### src/rtl/mux_sel_pkg.sv
// Shared constants and state type for the 4:1 mux select round-robin arbiter.
package mux_sel_pkg;
  localparam int NUM_CH = 4;
  localparam int SEL_W  = 2;
  localparam int HOLD_W = 8;

  typedef enum logic {IDLE, GRANT} state_t;
endpackage

### src/rtl/mux_sel_rr_pick.sv
// Rotating priority encoder: first requester after `last`, with `last` itself scanned at the end.
module mux_sel_rr_pick
  import mux_sel_pkg::*;
(
  input  logic [NUM_CH-1:0] req,
  input  logic [SEL_W-1:0]  last,
  output logic              any,
  output logic [SEL_W-1:0]  idx
);

  always_comb begin
    logic [SEL_W-1:0] cand;
    any  = 1'b0;
    idx  = last;
    cand = '0;
    // Walk from the farthest offset to the nearest so the nearest requester wins.
    for (int k = NUM_CH; k >= 1; k--) begin
      cand = last + SEL_W'(k);
      if (req[cand]) begin
        any = 1'b1;
        idx = cand;
      end
    end
  end

endmodule

### src/rtl/mux_sel_rr_arbiter.sv
// Round-robin owner of the 4:1 mux select pins with a bounded hold time per owner.
module mux_sel_rr_arbiter
  import mux_sel_pkg::*;
#(
  parameter int unsigned MAX_HOLD = 8
) (
  input  logic              clk,
  input  logic              rst,
  input  logic              en,
  input  logic [NUM_CH-1:0] req,
  output logic              s1,
  output logic              s0,
  output logic [NUM_CH-1:0] gnt,
  output logic              busy,
  output logic [HOLD_W-1:0] hold_cnt
);

  state_t              state_q, state_d;
  logic [SEL_W-1:0]    own_q, own_d;
  logic [SEL_W-1:0]    last_q, last_d;
  logic [SEL_W-1:0]    sel_q, sel_d;
  logic [NUM_CH-1:0]   gnt_q, gnt_d;
  logic [HOLD_W-1:0]   hold_q, hold_d;

  logic [SEL_W-1:0]    pick_last;
  logic                pick_any;
  logic [SEL_W-1:0]    pick_idx;
  logic [NUM_CH-1:0]   own_mask;
  logic                others;
  logic                at_max;

  // While granted the search starts after the owner, which is the new `last` on any handover.
  assign pick_last = (state_q == GRANT) ? own_q : last_q;
  assign own_mask  = NUM_CH'(1) << own_q;
  assign others    = |(req & ~own_mask);
  assign at_max    = (hold_q == HOLD_W'(MAX_HOLD));

  mux_sel_rr_pick u_pick (
    .req  (req),
    .last (pick_last),
    .any  (pick_any),
    .idx  (pick_idx)
  );

  always_comb begin
    logic take;
    logic drop;
    state_d = state_q;
    own_d   = own_q;
    last_d  = last_q;
    sel_d   = sel_q;
    gnt_d   = gnt_q;
    hold_d  = hold_q;
    take    = 1'b0;
    drop    = 1'b0;

    case (state_q)
      IDLE: begin
        if (en && pick_any) take = 1'b1;
        else                drop = 1'b1;
      end
      GRANT: begin
        if (!en) begin
          last_d = own_q;
          drop   = 1'b1;
        end else if (!req[own_q] || (at_max && others)) begin
          last_d = own_q;
          if (others) take = 1'b1;
          else        drop = 1'b1;
        end else if (at_max) begin
          hold_d = HOLD_W'(1);
        end else begin
          hold_d = hold_q + HOLD_W'(1);
        end
      end
      default: drop = 1'b1;
    endcase

    // Select only moves together with a new grant; on release it stays put.
    if (take) begin
      state_d = GRANT;
      own_d   = pick_idx;
      sel_d   = pick_idx;
      gnt_d   = NUM_CH'(1) << pick_idx;
      hold_d  = HOLD_W'(1);
    end else if (drop) begin
      state_d = IDLE;
      gnt_d   = '0;
      hold_d  = '0;
    end
  end

  always_ff @(posedge clk or posedge rst) begin
    if (rst) begin
      state_q <= IDLE;
      own_q   <= '0;
      last_q  <= SEL_W'(NUM_CH - 1);
      sel_q   <= '0;
      gnt_q   <= '0;
      hold_q  <= '0;
    end else begin
      state_q <= state_d;
      own_q   <= own_d;
      last_q  <= last_d;
      sel_q   <= sel_d;
      gnt_q   <= gnt_d;
      hold_q  <= hold_d;
    end
  end

  assign s1       = sel_q[1];
  assign s0       = sel_q[0];
  assign gnt      = gnt_q;
  assign busy     = |gnt_q;
  assign hold_cnt = hold_q;

endmodule
### config.mk
export PLATFORM = sky130hd
export DESIGN_NAME = mux_sel_rr_arbiter
export DESIGN_NICKNAME = d
export VERILOG_FILES = /design/src/rtl/mux_sel_pkg.sv /design/src/rtl/mux_sel_rr_pick.sv /design/src/rtl/mux_sel_rr_arbiter.sv
export SDC_FILE = /design/constraint.sdc
export NUM_CORES = 1
export LEC_CHECK = 0
export ABC_AREA = 1
export CORE_MARGIN = 3
export CORE_UTILIZATION = 50
export DETAILED_ROUTE_END_ITERATION = 8
export PLACE_DENSITY_LB_ADDON = 0.12
export SLEW_MARGIN = 40
export SYNTH_ARGS = -nofsm -noshare
export SYNTH_HDL_FRONTEND = slang
export SYNTH_SLANG_ARGS = --single-unit
### constraint.sdc
create_clock -name clk -period 2.6 [get_ports clk]
set_clock_uncertainty 0.15 [all_clocks]
set_input_delay 0.39 -clock clk [delete_from_list [all_inputs] [get_ports clk]]
set_output_delay 0.39 -clock clk [all_outputs]
set_load 0.01 [all_outputs]
==> impl_metrics.toml <==
[global_route]
grt_max_degree = 18
grt_pass1_wl_mm = 4.60
gr-usage-all-layers_pct = 21.5
grt_remaining_overflow = 0
grt_pass1_vias = 1034
antenna_found_initial = 0

[floorplan]
start_util_pct = 53.7
std_cell_rows = 17
die_height_um = 55.0
die_w_um = 55.0
die_area_um2 = 3020
io_pins = 22
core_um2 = 2230

[clock_tree]
ctsResizeCount = 0
cts_tree = "built"
cts.reportedPaths.clkPinSlew_ns = 0.11
numCtsBuffers = 3
post_cts_buffers = 0
cts_hold_buf = 0
clkLatencyLatePin_ns = 0.30
cts_buffer_depth = 2
clkSinkCount = 17
cts_root_buf = "clkbuf_4"
cts_max_level = 1

[routing]
firstDrtPassIters = 4
wl_per_cell_um = 12.4
vias = 1151
routed_wl_mm = 2.79
drtIter0Drc = 36
avgViaCountPerCell = 5.12
ant_nets = 0
drc = 0

[layout]
fin_util_pct = 64.8
final.fill_count = 202
antenna_cells = 0
layout-drive-gt1-share_pct = 14.7
finalNonFillerCells = 225
nNetsFinal = 207
area_growth_pct = 20.8

[synthesis]
syn-num-nets = 183
synth_top_area_share_pct = 31.3
synth_cells = 174
avgSynthCellArea_um2 = 6.89
synth_top_area_cell = "dfrtp_1"
yosys_register_bits = 17
synth.cell_area_um2 = 1200
synth-seq-area-share_pct = 35.7
netlist_top_cells_area = "dfrtp_1, nand2_1, nand2_2"
netlist-cell-type-count = 28
yosysWarnings = 0

[sta]
tightest_slew_ns = 0.642
max_freq_ghz = 0.443
slew_viol_final = 0
setup_viol = 0
rsz0062_at_grt = "no"
hold_violations = 0
slew_headroom_pct = 57.1
finalCriticalPeriod_ns = 2.26
setup_tns_ns = 0
period_share_pct = 86.9

[worst_setup_path]
crit_required_ns = 2.06
worstPathCellList = "or4_1 > clkdlybuf4s50_1"
path_max_fanout = 3
cp-start-kind = "register"
crit_type = "register to output pin"
crit_buf_inv = 1
crit_arrival_ns = 1.72
cp_top_family = "simple AND/OR/NAND/NOR gates"
crit_slowest_cell = "or4_1"
end_kind = "output pin"
cpPeakStageDelay_ns = 0.53

[place]
place.gp.congestion = 0.851
dpl.hpwl_mm = 2.19
dp_cells = 221
portBuffers = 21

[worst_hold_path]
hold_path.class = "primary input to asynchronous set/reset pin"

[power]
p_leak_nw = 0.743
p_per_area_nw_per_um2 = 913
peakVddDrop_mv = 0.543

[run]
drv_cap = 0

[outcome]
run_status = "complete, no violations"
registers in the layout, indices dropped and copies added, names as in the netlist:
register / flops
hold_cnt: 8
gnt: 4
last_q: 2
sel_q: 2
state_q: 1
cells in the final DEF (no fill, tap or decap), drive strengths merged:
cell type	instances
a21oi	2
a31oi	1
and2	1
clkbuf	4
clkdlybuf4s50	21
dfrtp	15
dfstp	2
ha	2
inv	21
nand2	84
nand3	14
nand4	2
nor2	8
nor3	7
nor4	1
o211ai	1
o21ai	5
or2	2
or4	1
xnor2	1
xor2	2
worst paths after layout:
path	from	to	slack [ns]	depth (start not counted)
max in group asynchronous	rst	hold_cnt[1]$_DFFE_PP0P_	1.57	2
hold / removal	rst	state_q$_DFFE_PP0P_	0.32	2
setup reg to reg	hold_cnt[0]$_DFFE_PP0P_	gnt[0]$_DFFE_PP0P_	0.67	13
hold reg to reg	last_q[1]$_DFFE_PP1P_	last_q[1]$_DFFE_PP1P_	0.36	2
setup / recovery	gnt[3]$_DFFE_PP0P_	busy	0.34	2
min in group clk	last_q[1]$_DFFE_PP1P_	last_q[1]$_DFFE_PP1P_	0.36	2
worst reg2reg max path, delay by kind of cell (launching register included):
family / cells / cell delay, ns
and+or+nand+nor: 9 / 0.75
DFF: 1 / 0.43
AOI/OAI and AO/OA: 1 / 0.20
buffers and inverters: 2 / 0.17
adders and majority gates: 1 / 0.14
final cells by class:
class	instances	area, um2	share of cell area [%]
Multi-Input combinational cell	134	667	46.1
Sequential cell	17	428	29.6
Timing Repair Buffer	21	210	14.5
Inverter	21	81.3	5.62
Tap cell	28	35.0	2.42
Clock buffer	4	26.3	1.82
metrics by stage:
| stage | setup slack [ns] | hold slack, ns | cell area (um2) | power (mW) |
|---|---|---|---|---|
| after floorplan | 0.888 | 0.165 | 1200 | 0.919 |
| after global placement | 0.464 | 0.338 | 1420 | 1.15 |
| after detailed placement | 0.360 | 0.331 | 1420 | 1.17 |
| after CTS | 0.327 | 0.330 | 1450 | 1.33 |
| after global routing | 0.288 | 0.369 | 1450 | 1.44 |
| final | 0.342 | 0.316 | 1450 | 1.32 |
metal layers:
metal	track usage (%)	routed length [um]	vias up
met5	0	0	-
met4	7.69	34	0
met3	4.29	143	4
met2	32.7	1270	26
met1	30.4	1340	530
li1	-	-	591
logic make-up after synthesis:
kind of cell	count (synthesis)	share of synthesized area (%)
xor+xnor	3	2.19
compound gates	9	4.38
flops	17	35.7
simple gates	120	47.0
fa+ha+maj	2	2.09
buf+inv	23	8.66
synthesized netlist by cell type, drive strengths merged:
library cell and count:
o211ai 1, o21ai 5, dfstp 2, nand2 84, buf 2, nor3 7, nor2 8, nor4 1
xor2 2, or2 2, a21oi 2, ha 2, dfrtp 15, nand4 2, xnor2 1, a31oi 1
or4 1, nand3 14, and2 1, inv 21
power breakdown:
| group | total (mW) | internal, mW | switching [mW] |
|---|---|---|---|
| Combinational | 0.745 | 0.315 | 0.429 |
| Clock | 0.147 | 0.0597 | 0.0875 |
| Sequential | 0.430 | 0.342 | 0.0878 |
Power figures use the tool's default switching activity.
